**config.mk**
```make
export PLATFORM = sky130hd
export DESIGN_NAME = wb_arbiter
export DESIGN_NICKNAME = d
export VERILOG_FILES = /design/src/rtl/wb_arbiter_pkg.sv /design/src/rtl/wb_arbiter_fifo.sv /design/src/rtl/wb_arbiter.sv
export SDC_FILE = /design/constraint.sdc
export NUM_CORES = 1
export LEC_CHECK = 0
export CAP_MARGIN = 15
export CORE_MARGIN = 2
export CORE_UTILIZATION = 46
export DETAILED_ROUTE_END_ITERATION = 8
export GPL_ROUTABILITY_DRIVEN = 0
export PLACE_DENSITY = 0.83
export SLEW_MARGIN = 30
export SYNTH_ARGS = -nofsm -noshare
export SYNTH_HDL_FRONTEND = slang
export SYNTH_HIERARCHICAL = 1
export SYNTH_SLANG_ARGS = --single-unit
```
**constraint.sdc**
```tcl
create_clock -name clk -period 3.7 [get_ports clk]
set_input_delay 0.37 -clock clk [delete_from_list [all_inputs] [get_ports clk]]
set_output_delay 0.37 -clock clk [all_outputs]
set_load 0.01 [all_outputs]
```
**src/rtl/wb_arbiter_pkg.sv**
```systemverilog
// wb_arbiter_pkg: shared CPU constants for the Ak-16b writeback path.
// Provides register file geometry, the zero-register index, the packed
// FIFO entry layout used by the load buffer, and a small helper that
// decides whether a destination actually produces a register write.
package wb_arbiter_pkg;

  localparam int NUM_REGS  = 16;
  localparam int REG_IDX_W = 4;
  localparam int DATA_W    = 16;
  localparam int ENTRY_W   = REG_IDX_W + DATA_W;

  localparam logic [REG_IDX_W-1:0] ZERO_REG = '0;

  typedef struct packed {
    logic [REG_IDX_W-1:0] rd;
    logic [DATA_W-1:0]    data;
  } wb_entry_t;

  // r0 is hardwired to zero, so results aimed at it are consumed silently.
  function automatic logic writes_reg(input logic [REG_IDX_W-1:0] r);
    return r != ZERO_REG;
  endfunction

endpackage

```
**src/rtl/wb_arbiter_fifo.sv**
```systemverilog
// wb_fifo: small synchronous FIFO buffering load results for writeback.
// Ports:
//   clk, rst        clock, synchronous active-low reset
//   push, din       write request and data (ignored when full)
//   pop             read request (ignored when empty)
//   head            entry at the read pointer
//   full, empty     occupancy flags from registered state
module wb_fifo
  import wb_arbiter_pkg::*;
#(
  parameter int DEPTH = 2,
  parameter int WIDTH = ENTRY_W
) (
  input  logic             clk,
  input  logic             rst,
  input  logic             push,
  input  logic [WIDTH-1:0] din,
  input  logic             pop,
  output logic [WIDTH-1:0] head,
  output logic             full,
  output logic             empty
);

  localparam int PTR_W = $clog2(DEPTH);
  localparam int CNT_W = $clog2(DEPTH) + 1;

  logic [WIDTH-1:0] mem [DEPTH];
  logic [PTR_W-1:0] wr_ptr;
  logic [PTR_W-1:0] rd_ptr;
  logic [CNT_W-1:0] count;
  logic             push_ok;
  logic             pop_ok;

  assign full    = (count == CNT_W'(DEPTH));
  assign empty   = (count == '0);
  assign head    = mem[rd_ptr];
  assign push_ok = push && !full;
  assign pop_ok  = pop && !empty;

  // Storage needs no reset; occupancy alone decides what is valid.
  always_ff @(posedge clk) begin
    if (push_ok) begin
      mem[wr_ptr] <= din;
    end
  end

  // Pointers wrap naturally because DEPTH is a power of two.
  always_ff @(posedge clk) begin
    if (!rst) begin
      wr_ptr <= '0;
      rd_ptr <= '0;
      count  <= '0;
    end else begin
      if (push_ok) wr_ptr <= wr_ptr + PTR_W'(1);
      if (pop_ok)  rd_ptr <= rd_ptr + PTR_W'(1);
      count <= count + CNT_W'(push_ok) - CNT_W'(pop_ok);
    end
  end

endmodule

```
**src/rtl/wb_arbiter.sv**
```systemverilog
// wb_arbiter: merges ALU results and buffered load results into a single
// registered register-file write per cycle, with a starvation counter that
// forces loads through and a busy scoreboard of outstanding loads.
// Ports:
//   clk, rst                          clock, synchronous active-low reset
//   alu_valid/alu_ready/alu_rd/alu_data   ALU result handshake
//   ld_valid/ld_ready/ld_rd/ld_data       load result handshake (buffered)
//   mark_valid/mark_rd                issue stage marks a load destination
//   reg_write/rd/rd_data              registered write port
//   busy                              per-register outstanding-load bits
module wb_arbiter
  import wb_arbiter_pkg::*;
#(
  parameter int DEPTH      = 2,
  parameter int STARVE_MAX = 4
) (
  input  logic                 clk,
  input  logic                 rst,
  input  logic                 alu_valid,
  output logic                 alu_ready,
  input  logic [REG_IDX_W-1:0] alu_rd,
  input  logic [DATA_W-1:0]    alu_data,
  input  logic                 ld_valid,
  output logic                 ld_ready,
  input  logic [REG_IDX_W-1:0] ld_rd,
  input  logic [DATA_W-1:0]    ld_data,
  input  logic                 mark_valid,
  input  logic [REG_IDX_W-1:0] mark_rd,
  output logic                 reg_write,
  output logic [REG_IDX_W-1:0] rd,
  output logic [DATA_W-1:0]    rd_data,
  output logic [NUM_REGS-1:0]  busy
);

  localparam int                  STARVE_W     = $clog2(STARVE_MAX + 1);
  localparam logic [STARVE_W-1:0] STARVE_LIMIT = STARVE_W'(STARVE_MAX);

  wb_entry_t             push_entry;
  wb_entry_t             head_entry;
  logic                  fifo_full;
  logic                  fifo_empty;
  logic                  push;
  logic                  pop;
  logic                  load_pri;
  logic                  alu_take;
  logic [STARVE_W-1:0]   starve_cnt;
  logic [NUM_REGS-1:0]   busy_next;

  assign push_entry = '{rd: ld_rd, data: ld_data};

  // Handshakes depend only on registered state and rst, so a pop never
  // opens room for a push in the same cycle.
  assign load_pri  = !fifo_empty && (starve_cnt == STARVE_LIMIT);
  assign ld_ready  = rst && !fifo_full;
  assign alu_ready = rst && !load_pri;
  assign push      = ld_valid && ld_ready;
  assign alu_take  = alu_valid && alu_ready;
  assign pop       = rst && !fifo_empty && (load_pri || !alu_valid);

  wb_fifo #(
    .DEPTH (DEPTH),
    .WIDTH (ENTRY_W)
  ) u_fifo (
    .clk   (clk),
    .rst   (rst),
    .push  (push),
    .din   (push_entry),
    .pop   (pop),
    .head  (head_entry),
    .full  (fifo_full),
    .empty (fifo_empty)
  );

  // Output write port: a pop has priority because pop already encodes the
  // load_pri / idle-ALU decision.
  always_ff @(posedge clk) begin
    if (!rst) begin
      reg_write <= 1'b0;
      rd        <= '0;
      rd_data   <= '0;
    end else if (pop) begin
      reg_write <= writes_reg(head_entry.rd);
      rd        <= head_entry.rd;
      rd_data   <= head_entry.data;
    end else if (alu_take) begin
      reg_write <= writes_reg(alu_rd);
      rd        <= alu_rd;
      rd_data   <= alu_data;
    end else begin
      reg_write <= 1'b0;
    end
  end

  // Counts ALU wins while a load is waiting; any pop or an empty FIFO
  // restarts the count.
  always_ff @(posedge clk) begin
    if (!rst || pop || fifo_empty) begin
      starve_cnt <= '0;
    end else if (alu_take && (starve_cnt != STARVE_LIMIT)) begin
      starve_cnt <= starve_cnt + STARVE_W'(1);
    end
  end

  // Clear is applied before set so a same-edge mark of the popped
  // register keeps it busy.
  always_comb begin
    busy_next = busy;
    if (pop) busy_next[head_entry.rd] = 1'b0;
    if (mark_valid) busy_next[mark_rd] = 1'b1;
    busy_next[ZERO_REG] = 1'b0;
  end

  always_ff @(posedge clk) begin
    if (!rst) begin
      busy <= '0;
    end else begin
      busy <= busy_next;
    end
  end

endmodule

```
Word-level counts from Yosys, hierarchy flattened
Memory sizes are Yosys's and may differ from the RTL's. A register that Yosys moved wholly into a read port is not among the register bits.
Cells that the tools add are included.
{"block": "totals", "reg_bits": 44, "in_bits": 49, "mem_count": 1, "wordCells": 65, "romBits": 0, "ram_bits": 40, "latch_bits": 0, "output_inout_bits": 39}
{"memory": "u_fifo.mem", "depth": 2, "width": 20, "read_ports": 1, "rd_ports_with_merged_regs": 1, "wr": 1, "line_no": "wb_arbiter_fifo.sv:27", "rtl": "logic [WIDTH-1:0] mem [DEPTH];"}
{"block": "classes", "n_eq_ne": 3, "n_shift": 0, "n_div": 0, "order_cmp": 4, "addsub": 5, "mux": 16, "n_reduce_logical": 24, "multipliers": 0, "bitwise_logic": 3}
{"op": "2-to-1 mux 16 bit", "n": 4}
{"op": "AND 16 bit", "n": 1}
{"op": "NOT 16 bit", "n": 1}
{"op": "OR 16 bit", "n": 1}
{"op": "logical AND 1 bit", "n": 12}
{"op": "< comparator 4 x 5 -> 1 bit, second input constant", "n": 2}
{"op": "demux 1 bit (select 4 bit)", "n": 2}
{"op": "greater-or-equal comparator 4 x 1 -> 1 bit, second input constant", "n": 2}
{"op": "2-to-1 mux 1 bit", "n": 8}
{"op": "2-to-1 mux 4 bit", "n": 2}
{"op": "nonzero test 4 bit", "n": 2}
{"op": "zero test 1 bit", "n": 5}
{"op": "adder 3 x 1 -> 3 bit, second input constant", "n": 1}
{"op": "== test 3 bit, second input constant", "n": 1}
{"op": "logical OR 1 bit", "n": 3}
{"op": "!= test 3 bit, second input constant", "n": 1}
{"op": "adder 1 bit, second input constant", "n": 2}
{"op": "adder 2 x 1 -> 2 bit", "n": 1}
{"op": "== test 2 bit, second input constant", "n": 1}
{"op": "zero test 2 bit", "n": 1}
{"op": "nonzero test 2 bit", "n": 1}
{"op": "subtractor 2 x 1 -> 2 bit", "n": 1}

Longest topological paths before layout
{"block": "logic_depth", "ltp_word": 9, "depth_mapped": 12, "ltp_nobuf": 11}

Hierarchy
Netlist, hierarchy kept.
{"module": "wb_arbiter", "cells_each": 207, "seq_area_each_um2": 780.7, "area_each_um2": 1983.2, "instances": 1}
{"module": "wb_fifo", "cells_each": 89, "seq_area_each_um2": 1301.2, "area_each_um2": 1677.9, "instances": 1}

Worst setup path before layout
Ideal clock, no wire load.
{"block": "synth_path", "path_kind": "input port to flip-flop", "startpoint": "input port rst", "endpoint": "memory u_fifo/mem[0][0] in the netlist's numbering, enable pin", "setup_time_ps": 397, "required_ps": 3303, "path_stages": 5, "path_slack_ps": 1389, "path_buffers": 1, "arrival_ps": 1915, "path_cell_list": "buf_2 > nor2b_1 > and2_1 > nand2_1 > nor2_1"}
{"block": "synth_via", "elab_chain_len": 5}
{"item": "from (decl)", "line_no": "wb_arbiter.sv:18", "rtl": "input logic rst,"}
{"item": "logical AND 1 bit", "line_no": "wb_arbiter.sv:54", "rtl": "assign ld_ready = rst && !fifo_full;"}
{"item": "named net ld_ready", "line_no": "wb_arbiter.sv:24", "rtl": "output logic ld_ready,"}
{"item": "logical AND 1 bit", "line_no": "wb_arbiter.sv:56", "rtl": "assign push = ld_valid && ld_ready;"}
{"item": "named net push", "line_no": "wb_arbiter.sv:42", "rtl": "logic push;"}
{"item": "logical AND 1 bit", "line_no": "wb_arbiter_fifo.sv:37", "rtl": "assign push_ok = push && !full;"}
{"item": "2-to-1 mux 1 bit", "line_no": "wb_arbiter_fifo.sv:42", "rtl": "if (push_ok) begin"}
{"item": "2-to-1 mux 1 bit (not written as such)", "line_no": "wb_arbiter_fifo.sv:43", "rtl": "mem[wr_ptr] <= din;"}
{"item": "to (decl)", "line_no": "wb_arbiter_fifo.sv:27"}
The timed path passes the listed nets, and every way through them passes these cells.

Worst setup path after layout
{"block": "layout_path", "startpoint": "register u_fifo.count[1]", "endpoint": "output port alu_ready"}
{"block": "layout_via", "elab_chain_len": 5}
{"item": "from (decl)", "line_no": "wb_arbiter_fifo.sv:30", "rtl": "logic [CNT_W-1:0] count;"}
{"item": "from (signal assigned)", "line_no": "wb_arbiter_fifo.sv:56", "rtl": "count <= count + CNT_W'(push_ok) - CNT_W'(pop_ok);"}
{"item": "zero test 2 bit", "line_no": "wb_arbiter_fifo.sv:35", "rtl": "assign empty = (count == '0);"}
{"item": "named net fifo_empty", "line_no": "wb_arbiter.sv:41", "rtl": "logic fifo_empty;"}
{"item": "zero test 1 bit", "line_no": "wb_arbiter.sv:53", "rtl": "assign load_pri = !fifo_empty && (starve_cnt == STARVE_LIMIT);"}
{"item": "logical AND 1 bit", "line_no": "wb_arbiter.sv:53"}
{"item": "zero test 1 bit", "line_no": "wb_arbiter.sv:55", "rtl": "assign alu_ready = rst && !load_pri;"}
{"item": "logical AND 1 bit", "line_no": "wb_arbiter.sv:55"}
{"item": "to (decl)", "line_no": "wb_arbiter.sv:20", "rtl": "output logic alu_ready,"}
The timed path passes the listed nets, and every way through them passes these cells.

==> key figures <==
Pwr
  • Worst vdd ir: 236 µV
  • Pwr per Cell Area: 426 nW/µm²
  • Pleak: 1.68 nW

Logic synthesis
  • Post-synth EDFFs: 40
  • Syn Nets: 349
  • Ys flop type: dfxtp_1
  • Post-synth ARST share: 0%
  • Syn avg cell area: 12.4 µm²
  • Ys Warns: 6
  • Post-synth top area share: 32.8%
  • Seq cells post-synth: 84
  • Syn Std Cell Area: 3660 µm²
  • Number of distinct library cells after synthesis: 45
  • Synth area leader: edfxtp_1
  • Cell count after synthesis: 296
  • Seq/Total Area, Yosys: 56.9%
  • Top cells by area, synth: edfxtp_1, dfxtp_1, mux2_2, o311a_1, o31a_1

Route
  • Number of DRC markers in iteration 0: 138
  • Drt total wl: 8.39 mm
  • Routed wire per std cell: 17.2 µm
  • Routed vias: 2713
  • Routed Antenna Nets: 0
  • Vias per cell: 5.56
  • # DRC: 0
  • First drt pass iteration count: 4

Floorplan
  • Die width: 93.2 µm
  • Starting Density: 47.4%
  • Top Ports: 88
  • Standard-cell rows: 32
  • Die Y: 93.2 µm
  • Overall die area: 8690 µm²
  • Total core area: 7730 µm²

STA
  • RSZ-0062 raised after global routing: no
  • Clk_skew: 0.00841 ns
  • TNS Setup: 0 ns
  • Min Tclk post-route: 2.47 ns
  • Final hold viol count: 0
  • Period utilization: 66.7%
  • # setup viols final: 0
  • Worst-margin pin slew: 0.770 ns
  • Relative slew slack: 48.6%
  • Max Clock Freq: 406 MHz
  • Slew Limit Fails: 0

GRT
  • First-pass GRT wire length: 13.2 mm
  • Initial antenna violation count: 0
  • Largest net degree at the start of global routing: 42
  • Total GRT Usage: 20.1%
  • Number of global-route vias before repair: 2727
  • Overflow after GRT: 0

Clock network
  • Post_cts resized: 0
  • TritonCTS Buffers: 9
  • Setup Buffers After CTS: 0
  • TritonCTS clock tree: built
  • Clock Latency Late Sink: 0.36 ns
  • CTS Buffer Depth: 2
  • Root buffer cell: clkbuf_8
  • Clock sink total: 84
  • H-tree Lvls: 3
  • Post-CTS Hold Fix Bufs: 0
  • CTS clk-pin slew, worst paths: 0.08 ns

Placed design
  • Dpl hpwl: 5.75 mm
  • Placed instance area: 4620 µm²
  • I/O Buffers: 86

Hold path
  • Hold endpoint: starve_cnt[0]$_SDFFE_PP0P_
  • Worst Hold Class: register to register
  • Hold Crit Start: starve_cnt[0]$_SDFFE_PP0P_
  • WHS Path Cells: 1

Worst setup path
  • Setup Crit Path Kind: register to output port
  • Crit end category: output port
  • Worst Path Arrival: 2.10 ns
  • CP max FO: 23
  • Reg2reg end: busy[6]$_SDFF_PN0_
  • Reg2Reg Setup Slack: 1.36 ns
  • Startpoint types: register
  • Worst r2r path cells: 4
  • Worst EP required: 3.33 ns

Final layout
  • NumNets Final: 434
  • Area delta synth->final: 31.8%
  • Commonest non-fill, non-tap cell in the layout: clkdlybuf4s50_1
  • Number of antenna diodes: 0
  • Share of layout cells above drive strength 1: 16.6%
  • # fillers: 601
  • Cell area after layout: 4830 µm²
  • Most frequent cells in the layout: clkdlybuf4s50_1, dfxtp_1, edfxtp_1

Run status
  • Outcome: completed

Run
  • Max_cap viols: 0
==> Yosys cell counts, types with 2 or more instances <==
cell type and instances:
dfxtp_1 44, buf_2 4, nand3b_1 2, inv_1 6, nand2_1 5, o311a_1 20
or4b_4 2, o21a_1 4, nor2_1 23, nand2b_1 7, o31a_1 20, ha_1 4
clkbuf_1 12, o41a_1 3, buf_4 3, nor2b_1 3, or3_1 21, nor3_1 2
o221a_2 11, edfxtp_1 40, o21ai_0 13, mux2_2 20, and2_1 4, mux2i_1 2
==> report_power, final <==
| group | internal (mW) | switching (mW) |
|---|---|---|
| registers | 1.03 | 0.0286 |
| clock network | 0.336 | 0.339 |
| logic | 0.174 | 0.148 |
| total | 1.54 | 0.516 |
==> per-stage QoR <==
stage	hold slack, ns	instances	setup WS, ns	utilization, %	power (mW)
after floorplan	0.430	296	1.39	-	1.23
after global placement	0.448	472	1.22	59.7	1.39
after detailed placement	0.454	472	1.22	59.7	1.40
after CTS	0.465	488	1.24	62.5	2.07
after global routing	0.498	488	1.11	62.5	2.14
final	0.461	488	1.23	62.5	2.05
==> final cells by class <==
type                    instances  area, µm²  area share, %
clock inverters                 6       71.3           1.48
clock buffers                  10        138           2.85
inverters                       6       22.5          0.467
well taps                     102        128           2.64
flip-flops and latches         84       2080           43.1
multi-input cells             185       1460           30.2
repair buffers                 95        928           19.2
==> worst max path at each step <==
stage / startpoint / to / cells after the start
after detailed placement: alu_valid / u_fifo/count[1]$_SDFF_PN0_ / 11
after CTS: u_fifo/count[1]$_SDFF_PN0_ / alu_ready / 4
after global routing: u_fifo/count[1]$_SDFF_PN0_ / alu_ready / 4
after global placement: alu_valid / u_fifo/count[1]$_SDFF_PN0_ / 11
after floorplan: rst / u_fifo/mem[0][0]$_DFFE_PP_ / 5
final: u_fifo/count[1]$_SDFF_PN0_ / alu_ready / 4
==> routing by layer <==
| metal | vias up | wire [µm] | global-route usage, % |
|---|---|---|---|
| met2 | 118 | 4060 | 33.2 |
| li1 | 1316 | - | - |
| met3 | 13 | 616 | 5.16 |
| met1 | 1266 | 3560 | 24.5 |
| met5 | - | 0 | 0 |
| met4 | 0 | 157 | 9.56 |
==> logic make-up after synthesis <==
logic type / share of synthesized area (%)
flip-flops: 56.9
AND/OR/NAND/NOR: 12.3
AO/OA/AOI/OAI: 18.8
buffers and inverters: 3.42
multiplexers: 6.70
adder cells (fa/ha/maj): 1.37
XOR/XNOR: 0.479
other: 0.102
==> critical path, stage by stage (launching register included) <==
cell and delay [ns]:
dfxtp_1 0.40, nor2_1 0.08, inv_1 0.57, a21boi_0 0.18
clkdlybuf4s50_1 0.52
==> registers in the layout (all words and copies together), names as in the netlist, named ones only <==
signal,cells
busy,15
rd,4
rd_data,16
reg_write,1
starve_cnt,3
u_fifo/count,2
u_fifo/mem,40
u_fifo/rd_ptr,1
u_fifo/wr_ptr,1
Note: power is estimated with default switching activity, not from simulation.
==> variant 1: new RTL, same settings <==
The package constant `NUM_REGS` goes from 16 to 8.
--- a/src/rtl/wb_arbiter_pkg.sv
+++ b/src/rtl/wb_arbiter_pkg.sv
@@ -4,7 +4,7 @@
 // decides whether a destination actually produces a register write.
 package wb_arbiter_pkg;
 
-  localparam int NUM_REGS  = 16;
+  localparam int NUM_REGS  = 8;
   localparam int REG_IDX_W = 4;
   localparam int DATA_W    = 16;
   localparam int ENTRY_W   = REG_IDX_W + DATA_W;
Ports: changed (resized busy); port bits go from 88 to 80. No check against the original RTL was run, so the function may have changed too.
==> variant 1 against the unedited design <==
Clock power up 3.1%; clock skew down 2.6 ps; power down 4.7%; cell count down 11%; critical endpoint is now u_fifo/count[1]$_SDFF_PN0_; area after synthesis down 9.7%; worst setup slack worse by 130 ps; sequential cell count down 8; design area down 9.7%; highest routed layer unchanged; die area down 9.3%; wire length down 14%.
==> variant 1: results (changes against the unedited design) <==
[logic_synthesis]
synthTopCellsByArea = edfxtp_1 (36%), dfxtp_1 (22%), mux2_2 (6.8%)
synth-adder-area-share_pct = 1.51  ; +0.15 points
ys_seq_area_share_pct = 58.1  ; +1.2 points
synth_xor_xnor_area_share_pct = 0.530  ; +0.051 points
synth.distinct_cells = 42  ; -6.7%
synth_compound_area_share_pct = 17.0  ; -1.8 points
muxShareOfSynthArea_pct = 7.42  ; +0.72 points
ys_top_cells_by_count = edfxtp_1 (40), dfxtp_1 (36), or3_1 (23)

[worst_setup_path]
reg2reg_to = u_fifo/count[1]$_SDFF_PN0_
ff2ff_setup_slack_ps = 1110  ; -250 ps
cp.arrival_ps = 2850  ; +750 ps
slowest_delay_ps = 680  ; +110 ps
crit_family = simple AND/OR/NAND/NOR gates
endpoint = u_fifo/count[1]$_SDFF_PN0_
r2r_cells = 10  ; +6
worstPathMaxFanout = 29  ; +26%
critical_path_class = reg -> reg

[final_layout]
finalNetCount = 384  ; -12%
fin_area_sq_um = 4360  ; -9.7%
drive_gt1_share_pct = 15.2  ; -1.4 points
top_regs = u_fifo/mem (40), rd_data (16), busy (7)
nFillCells = 542  ; -9.8%

[placed_design]
dp.cells = 416  ; -12%
io_buffers = 78  ; -9.3%
placed_cell_area_sq_um = 4130  ; -10%
dpl.hpwl_microns = 5020  ; -13%

[sta]
fin_worst_skew_ps = 5.86  ; -2.55 ps
max_freq_ghz = 0.385  ; -5.0%
relSlewSlack_pct = 44.7  ; -3.8 points

[route]
drt_iter0_drc = 182  ; +32%
post_drt_wl_per_cell_microns = 16.6  ; -3.4%
routed_wl_microns = 7180  ; -14%
m1WireLength_microns = 3300  ; -7.4%
wl_met3_microns = 369  ; -40%
routed_via_density = 5.44  ; -2.1%

[global_routing]
use_met1_pct = 25.6  ; +1.0 points
grt_pass1_wl_microns = 11200  ; -16%
grt_use_total_pct = 18.9  ; -1.1 points
met3_usage_pct = 4.76  ; -0.40 points
grt_pass1_vias = 2289  ; -16%
use_met2_pct = 29.0  ; -4.2 points

[pwr]
p_leak_nw = 1.53  ; -9.0%
p_switching_mw = 0.469  ; -9.0%
ir_drop_v = 0.000251  ; +6.7%

[run_status]
status = completed

variant 1: final cells by class:
cell class | instances | area share, %
flip-flops and latches | 76 | 44.1
multi-input cells | 152 | 28.3
repair buffers | 85 | 19.1
clock buffers | 9 | 2.84
well taps | 96 | 2.76
clock inverters | 7 | 2.30
inverters | 7 | 0.603
variant 1: worst min-delay path by stage:
stage / startpoint / slack [ps] / cells past startpoint / to
floorplan: starve_cnt[0]$_SDFFE_PP0P_ / 430 / 1 / starve_cnt[0]$_SDFFE_PP0P_
global placement: starve_cnt[0]$_SDFFE_PP0P_ / 440 / 1 / starve_cnt[0]$_SDFFE_PP0P_
detailed placement: starve_cnt[0]$_SDFFE_PP0P_ / 460 / 1 / starve_cnt[0]$_SDFFE_PP0P_
CTS: starve_cnt[0]$_SDFFE_PP0P_ / 470 / 1 / starve_cnt[0]$_SDFFE_PP0P_
global route: starve_cnt[0]$_SDFFE_PP0P_ / 490 / 1 / starve_cnt[0]$_SDFFE_PP0P_
finish: starve_cnt[0]$_SDFFE_PP0P_ / 470 / 1 / starve_cnt[0]$_SDFFE_PP0P_
variant 1: power by group through the flow:
stage / sequential [mW] / combinational [mW] / clock, mW
after CTS: 0.965 / 0.299 / 0.712
after global routing: 0.970 / 0.322 / 0.751
after floorplan: 0.994 / 0.139 / 0
after detailed placement: 0.984 / 0.297 / 0
final: 0.965 / 0.298 / 0.696
after global placement: 0.982 / 0.290 / 0
variant 1: kinds of logic (layout without fill, tap and decap cells):
logic type      count (synthesis)  count (layout)
other cells                     1               1
buf+inv                        27             108
compound gates                 61              61
flops                          76              76
fa+ha+maj                       4               4
xor+xnor                        2               2
mux                            22              22
simple gates                   62              62
==> variant 2: new RTL, same settings <==
Without the edit above. Make the reset (`rst`) asynchronous in 3 clocked blocks. Comments in the files are not updated.
--- a/src/rtl/wb_arbiter_fifo.sv
+++ b/src/rtl/wb_arbiter_fifo.sv
@@ -45,7 +45,7 @@
   end
 
   // Pointers wrap naturally because DEPTH is a power of two.
-  always_ff @(posedge clk) begin
+  always_ff @(posedge clk or negedge rst) begin
     if (!rst) begin
       wr_ptr <= '0;
       rd_ptr <= '0;
--- a/src/rtl/wb_arbiter.sv
+++ b/src/rtl/wb_arbiter.sv
@@ -73,7 +73,7 @@
 
   // Output write port: a pop has priority because pop already encodes the
   // load_pri / idle-ALU decision.
-  always_ff @(posedge clk) begin
+  always_ff @(posedge clk or negedge rst) begin
     if (!rst) begin
       reg_write <= 1'b0;
       rd        <= '0;
@@ -110,7 +110,7 @@
     busy_next[ZERO_REG] = 1'b0;
   end
 
-  always_ff @(posedge clk) begin
+  always_ff @(posedge clk or negedge rst) begin
     if (!rst) begin
       busy <= '0;
     end else begin
Function: differs if rst is asserted again (counterexample within 4 cycles, from zero or initial values and one cycle with rst low); with rst held inactive, the same outputs for 10 cycles.
==> variant 2 against the unedited design <==
Sequential cell count down 1; largest cell class unchanged; critical endpoint is now u_fifo/count[1]$_DFF_PN0_; worst setup slack worse by 240 ps; clock skew about the same; core utilization down 0.51 points; design area down 1.8%; die area down 1.4%; wire length down 7.8%; sequential share of layout area up 4.6 points; area after synthesis down 1.4%; register-to-register slack worse by 370 ps.
Power is not compared: it rests on default switching activity, and its combinational part moved more than twofold at a synthesized area within 25%.
==> variant 2: results (changes against the unedited design) <==
[route]
routed_wl_microns = 7740  ; -7.8%
routed_via_density = 5.59  ; +0.49%
drt_iter0_drc = 105  ; -24%
vias = 2514  ; -7.3%

[worst_setup_path]
worstPathMaxFanout = 17  ; -26%
crit_family = simple AND/OR/NAND/NOR gates
cp_slowest_cell = nor2_1

[logic_synthesis]
synthTopCellsByArea = edfxtp_1 (33%), dfrtp_1 (28%), mux2_2 (6.2%)
ys_seq_area_share_pct = 62.7  ; +5.8 points
ys.flop_type = edfxtp_1
synth.distinct_cells = 46  ; +2.2%
muxShareOfSynthArea_pct = 6.24  ; -0.46 points
synth_compound_area_share_pct = 15.7  ; -3.1 points
synthCells = 258  ; -13%
async_flop_share_pct = 48.2  ; +48 points
synth_xor_xnor_area_share_pct = 1.21  ; +0.74 points
syn_nets = 311  ; -11%

[global_routing]
grt_max_degree = 44  ; +4.8%
grt_pass1_wl_microns = 12500  ; -5.6%
grt_use_total_pct = 19.2  ; -0.84 points

[clock_network]
ctsHoldBuffers = 1  ; +1

[placed_design]
placed_cell_area_sq_um = 4500  ; -2.5%
dp.cells = 433  ; -8.3%
dpl_worst_slack_ps = 947  ; -269 ps
dpl.hpwl_microns = 5530  ; -3.8%

[sta]
fin_worst_skew_ps = 8.82  ; +0.405 ps
tightest_slew_ps = 715  ; -54.9 ps

[final_layout]
nFillCells = 582  ; -3.2%
finalNetCount = 396  ; -8.8%
seqCellArea_sq_um = 2260  ; +8.7%

[run_status]
status = completed

[hold_path]
holdCritPathClass = in -> async

[pwr]
ir_drop_v = 0.000318

==> variant 2: changes by cell type after synthesis, moves of 5 or more <==
cell / unedited run / this run
dfxtp_1: 44 / 3
dfrtp_1: 0 / 40
or3_1: 21 / 0
a221o_1: 0 / 20
nor2_1: 23 / 3
o311a_1: 20 / 0
o31a_1: 20 / 0
a21boi_0: 1 / 16
o221a_2: 11 / 0
o31ai_1: 0 / 8
buf_6: 1 / 7
nand2_1: 5 / 11
clkbuf_1: 12 / 7
==> variant 2: final cells by class <==
class,instances,area share (%)
clock buffer,11,2.98
multi-input combinational,150,25.3
inverter,9,0.766
sequential,83,47.8
clock inverter,5,1.80
tap,102,2.69
timing repair buffer,90,18.8
==> variant 2: routing by layer <==
layer	routed length [microns]	up-vias	global-route usage, %
met5	0	-	0
met4	102	0	5.35
met3	543	12	6.18
met2	3950	109	32.7
met1	3140	1236	23.6
li1	-	1157	-
==> variant 2: final timing paths <==
kind / startpoint / endpoint / depth (start not counted) / slack, ps
min: rst / u_fifo/count[1]$_DFF_PN0_ / 2 / 520
min reg2reg: u_fifo/count[1]$_DFF_PN0_ / u_fifo/count[1]$_DFF_PN0_ / 1 / 520
max: u_fifo/count[1]$_DFF_PN0_ / u_fifo/count[1]$_DFF_PN0_ / 10 / 990
max reg2reg: u_fifo/count[1]$_DFF_PN0_ / u_fifo/count[1]$_DFF_PN0_ / 10 / 990
min in group clk: u_fifo/count[1]$_DFF_PN0_ / u_fifo/count[1]$_DFF_PN0_ / 1 / 520
max in group asynchronous: rst / rd_data[7]$_DFFE_PN0P_ / 3 / 2320
==> variant 2: where the power goes <==
part           leakage, nW  switching (mW)  internal [mW]
Clock                0.110           0.318          0.402
Combinational        0.823           0.484          0.578
Sequential           0.847           0.121           1.19
